$ cat config.mk
export PLATFORM = sky130hd
export DESIGN_NAME = pipe_stage_reg
export DESIGN_NICKNAME = d
export VERILOG_FILES = /design/src/rtl/y86_pipe_pkg.sv /design/src/rtl/pipe_perf_cnt.sv /design/src/rtl/pipe_stage_reg.sv
export SDC_FILE = /design/constraint.sdc
export NUM_CORES = 1
export LEC_CHECK = 0
export BUFFER_PORTS_ARGS = -buffer_cell sky130_fd_sc_hd__buf_2
export CAP_MARGIN = 15
export CORE_MARGIN = 10
export CORE_UTILIZATION = 45
export DETAILED_ROUTE_END_ITERATION = 10
export PLACE_DENSITY = 0.92
export SLEW_MARGIN = 30
export SYNTH_ARGS = -nofsm -noshare
export SYNTH_HDL_FRONTEND = slang
export SYNTH_SLANG_ARGS = --single-unit
export TNS_END_PERCENT = 100
$ cat constraint.sdc
create_clock -name clk -period 1.3 [get_ports clk]
set_clock_uncertainty 0.1 [all_clocks]
set_input_delay 0.26 -clock clk [delete_from_list [all_inputs] [get_ports clk]]
set_output_delay 0.26 -clock clk [all_outputs]
set_load 0.01 [all_outputs]
$ cat src/rtl/y86_pipe_pkg.sv
// Shared Y86 pipeline definitions: instruction codes, status codes,
// register ids and the per-stage instruction field bundle.
package y86_pipe_pkg;

    localparam logic [3:0] IHALT   = 4'h0;
    localparam logic [3:0] INOP    = 4'h1;
    localparam logic [3:0] IRRMOVQ = 4'h2;
    localparam logic [3:0] IIRMOVQ = 4'h3;
    localparam logic [3:0] IRMMOVQ = 4'h4;
    localparam logic [3:0] IMRMOVQ = 4'h5;
    localparam logic [3:0] IOPQ    = 4'h6;
    localparam logic [3:0] IJXX    = 4'h7;
    localparam logic [3:0] ICALL   = 4'h8;
    localparam logic [3:0] IRET    = 4'h9;
    localparam logic [3:0] IPUSHQ  = 4'hA;
    localparam logic [3:0] IPOPQ   = 4'hB;

    localparam logic [2:0] SAOK = 3'h1;
    localparam logic [2:0] SADR = 3'h2;
    localparam logic [2:0] SINS = 3'h3;
    localparam logic [2:0] SHLT = 3'h4;

    localparam logic [3:0] RNONE = 4'hF;

    typedef struct packed {
        logic [3:0] icode;
        logic [3:0] ifun;
        logic [3:0] rA;
        logic [3:0] rB;
    } stage_fld_t;

    function automatic stage_fld_t nop_fld(input logic [3:0] icode);
        stage_fld_t f;
        f.icode = icode;
        f.ifun  = 4'h0;
        f.rA    = RNONE;
        f.rB    = RNONE;
        return f;
    endfunction

endpackage

$ cat src/rtl/pipe_perf_cnt.sv
// Saturating event counter with synchronous active-low reset and clear.
module pipe_perf_cnt #(
    parameter int W = 32
) (
    input  logic         clk,
    input  logic         rst_n,
    input  logic         clr,
    input  logic         en,
    output logic [W-1:0] cnt
);

    always_ff @(posedge clk) begin
        if (!rst_n || clr) begin
            cnt <= '0;
        end else if (en && (cnt != {W{1'b1}})) begin
            cnt <= cnt + W'(1);
        end
    end

endmodule

$ cat src/rtl/pipe_stage_reg.sv
// Generic Y86 inter-stage pipeline register with stall/bubble control.
// Optional perf counters enabled by defining PIPE_STAGE_PERF_EN.
module pipe_stage_reg
    import y86_pipe_pkg::*;
#(
    parameter int                DATA_W      = 64,
    parameter int                NUM_VAL     = 2,
    parameter int                STAT_W      = 3,
    parameter logic [3:0]        NOP_ICODE   = INOP,
    parameter logic [STAT_W-1:0] BUBBLE_STAT = STAT_W'(SAOK)
) (
    input  logic                      clk,
    input  logic                      rst_n,
    input  logic                      stall,
    input  logic                      bubble,
    input  logic [STAT_W-1:0]         in_stat,
    input  logic [3:0]                in_icode,
    input  logic [3:0]                in_ifun,
    input  logic [3:0]                in_rA,
    input  logic [3:0]                in_rB,
    input  logic [NUM_VAL*DATA_W-1:0] in_val,
    output logic [STAT_W-1:0]         out_stat,
    output logic [3:0]                out_icode,
    output logic [3:0]                out_ifun,
    output logic [3:0]                out_rA,
    output logic [3:0]                out_rB,
    output logic [NUM_VAL*DATA_W-1:0] out_val,
    output logic                      out_valid,
    output logic                      ctl_err
`ifdef PIPE_STAGE_PERF_EN
    ,
    output logic [31:0]               stall_cnt,
    output logic [31:0]               bubble_cnt
`endif
);

    localparam int VW = NUM_VAL * DATA_W;

    typedef enum logic {
        ST_BUBBLE = 1'b0,
        ST_VALID  = 1'b1
    } vstate_t;

    vstate_t           state;
    stage_fld_t        fld;
    logic [STAT_W-1:0] stat_q;
    logic [VW-1:0]     val_q;
    logic              err_q;

    logic do_hold;
    logic do_bub;
    logic do_load;

    // Stall dominates bubble, so the three actions are mutually exclusive.
    assign do_hold = stall;
    assign do_bub  = bubble & ~stall;
    assign do_load = ~stall & ~bubble;

    always_ff @(posedge clk) begin
        if (!rst_n) begin
            state  <= ST_BUBBLE;
            fld    <= nop_fld(NOP_ICODE);
            stat_q <= BUBBLE_STAT;
            val_q  <= '0;
            err_q  <= 1'b0;
        end else begin
            if (stall && bubble) begin
                err_q <= 1'b1;
            end
            unique case (1'b1)
                do_hold: begin
                end
                do_bub: begin
                    state  <= ST_BUBBLE;
                    fld    <= nop_fld(NOP_ICODE);
                    stat_q <= BUBBLE_STAT;
                    val_q  <= '0;
                end
                do_load: begin
                    state     <= ST_VALID;
                    fld.icode <= in_icode;
                    fld.ifun  <= in_ifun;
                    fld.rA    <= in_rA;
                    fld.rB    <= in_rB;
                    stat_q    <= in_stat;
                    val_q     <= in_val;
                end
                default: begin
                end
            endcase
        end
    end

    assign out_stat  = stat_q;
    assign out_icode = fld.icode;
    assign out_ifun  = fld.ifun;
    assign out_rA    = fld.rA;
    assign out_rB    = fld.rB;
    assign out_val   = val_q;
    assign out_valid = (state == ST_VALID);
    assign ctl_err   = err_q;

`ifdef PIPE_STAGE_PERF_EN
    pipe_perf_cnt #(.W(32)) u_stall_cnt (
        .clk   (clk),
        .rst_n (rst_n),
        .clr   (1'b0),
        .en    (stall),
        .cnt   (stall_cnt)
    );

    pipe_perf_cnt #(.W(32)) u_bubble_cnt (
        .clk   (clk),
        .rst_n (rst_n),
        .clr   (1'b0),
        .en    (do_bub),
        .cnt   (bubble_cnt)
    );
`endif

endmodule
==> impl_metrics.yaml <==
outcome:
  violations: "setup timing"
  status: "complete, but fails checks"
grt:
  antenna_found_initial: 7
  grt_pass1_wl_um: 37740
  gr-total-overflow: 0
  grt_usage_pct: 26.48
  grt_max_degree: 73
  grt_pass1_vias: 7109
pwr:
  p_leak_nw: 4.351
  p_total_mw: 11.26
  ir_worst_vdd_uv: 830.5
  powerDensity_mw_per_mm2: 1198
sta:
  slew_violations: 0
  min_period_ps: 1341
  fmaxAchievable_mhz: 745.9
  slew_headroom_pct: 67.30
  setup_violations: 1
  post-route-period-util_pct: 103.1
  finalHoldViolCount: 0
  layout_setup_ws_ps: -40.62
  tightest_slew_ps: 490.5
  tns_ps: -40.62
synth:
  synth.distinct_cells: 16
  ys_warn_count: 0
  synth-seq-area-share_pct: 52.02
  netlist_instances: 661
  syn_nets: 812
  syn_area_per_cell_sq_um: 8.675
  synth_area_sq_mm: 0.005734
  ys_ff_latch: 149
cells_and_area:
  fin_util_pct: 74.77
  fin_area_sq_mm: 0.009398
  area_delta_synth_final_pct: 63.89
  drive_gt1_share_pct: 42.01
  fillers: 737
  nets: 1222
detailed_routing:
  drc_errors: 0
  ant_nets: 0
  viasPerCell: 5.390
  drt-initial-drc-count: 592
  vias: 6807
  dr.pass1.iters: 5
  wl_um: 24760
  detail_route.wl_per_cell_um: 19.60
cts:
  cts.sinks: 149
  clk_path_buf_depth: 2
  clkTransAtPathRegs_ps: 60
  htreeDepth: 4
  cts-root-buf: "clkbuf_16"
  clk_latency_ps: 410
  cts_tree: "built"
  cts_made_buffers: 17
worst_setup_path:
  critPathSlowestCell: "dfxtp_1"
  crit_fanout: 2
  crit_path_start_kind: "flip-flop"
  critical_path.top_delay_family: "flip-flops"
  crit_path_end_kind: "output port"
  required_ps: 940
  criticalPathCategory: "reg2out"
  cpPeakStageDelay_ps: 400
  worstPathArrival_ps: 980
  crit_chain: "buf_2"
  crit_buf_inv: 1
floorplanning:
  die_area_sq_mm: 0.01766
  chipWidth_um: 132.9
  start_util_pct: 45.62
  core_area_sq_mm: 0.01257
  die_h_um: 132.9
  num_rows: 41
  ios: 300
place:
  dpl_cell_area_sq_mm: 0.007351
  preCtsSetupSlack_ps: -13.52
  io_buffers: 299
  dpl.hpwl_um: 13600
  gp_congestion: 0.8216
run:
  cap_violations: 0
min_path:
  hold_class: "in2reg"
cells in the final DEF, fill, tap and decap left out, drive strengths merged:
cell type / count
clkinv: 7
o21ai: 147
bufinv: 2
nor3: 10
clkinvlp: 1
dfxtp: 149
a21oi: 1
a21boi: 1
or2: 1
buf: 320
nand2: 138
nand3: 137
diode: 8
clkbuf: 22
dlygate4sd3: 136
nor2b: 11
cell usage after synthesis, drive strengths merged:
cell,instances,area (sq um)
dfxtp,149,2983
o21ai,147,1036
nand2,138,518.0
nand3,137,685.7
buf,39,270.3
clkbuf,27,101.4
nor2b,11,68.82
nor3,10,50.05
a21boi,1,7.510
a21oi,1,5.000
or2,1,8.760
path summary, 6_finish.rpt:
| check | from | endpoint | slack, ps | cells past startpoint |
|---|---|---|---|---|
| hold / removal | in_ifun[2] | out_ifun[2] | 10 | 3 |
| setup / recovery | out_stat[1] | out_stat[1] | -40 | 1 |
| setup reg to reg | out_stat[1] | out_stat[1] | 400 | 2 |
| hold reg to reg | out_val[102] | out_val[102] | 350 | 2 |
metal layers:
metal	share of wire [%]	wire [um]	GRT usage (%)	up-vias
li1	-	-	-	3082
met1	33	8224	25.98	3144
met2	49	12190	44.80	459
met3	11	2691	9.879	122
met4	6.7	1659	19.68	0
met5	0	0	0	-
registers in the layout, indices dropped and copies added, names as in the netlist:
name / flops
out_rB: 4
ctl_err: 1
out_ifun: 4
out_rA: 4
out_stat: 3
out_icode: 4
out_val: 128
out_valid: 1
final cells by class:
cell class / instances / area, sq um / share of cell area, %
antenna: 8 / 20.02 / 0.2130
clock buffer: 21 / 460.4 / 4.899
clock inverter: 10 / 106.4 / 1.132
multi-input combinational: 446 / 2380 / 25.32
sequential: 149 / 3013 / 32.06
tap: 172 / 215.2 / 2.290
timing repair buffer: 457 / 3203 / 34.08
timing repair:
item	in CTS	in global routing
hold endpoints to repair	136	0
setup buffers	0	0
setup endpoints to repair	4	30
gates resized for setup	4	34
hold buffers	136	0
where the power goes:
| group | leakage (nW) | total (mW) | internal (mW) | switching, mW |
|---|---|---|---|---|
| clock | 0.282 | 4.77 | 2.90 | 1.87 |
| combinational | 2.84 | 1.63 | 0.785 | 0.847 |
| sequential | 1.23 | 4.86 | 4.76 | 0.105 |
| total | 4.35 | 11.3 | 8.44 | 2.82 |
cell families after synthesis:
logic type	synth area share, %
flops	52.02
simple gates	23.22
buf+inv	6.481
compound gates	18.28
stage by stage:
| stage | cells | hold slack [ps] |
|---|---|---|
| 6_report | 1263 | 14.93 |
| 5_1_grt | 1262 | 4.998 |
| 4_1_cts | 1255 | 0.4303 |
| 3_5_place_dp | 1088 | 345.1 |
| 3_3_place_gp | 1088 | 340.0 |
| 2_1_floorplan | 661 | 292.6 |
Power figures use the tool's default switching activity.
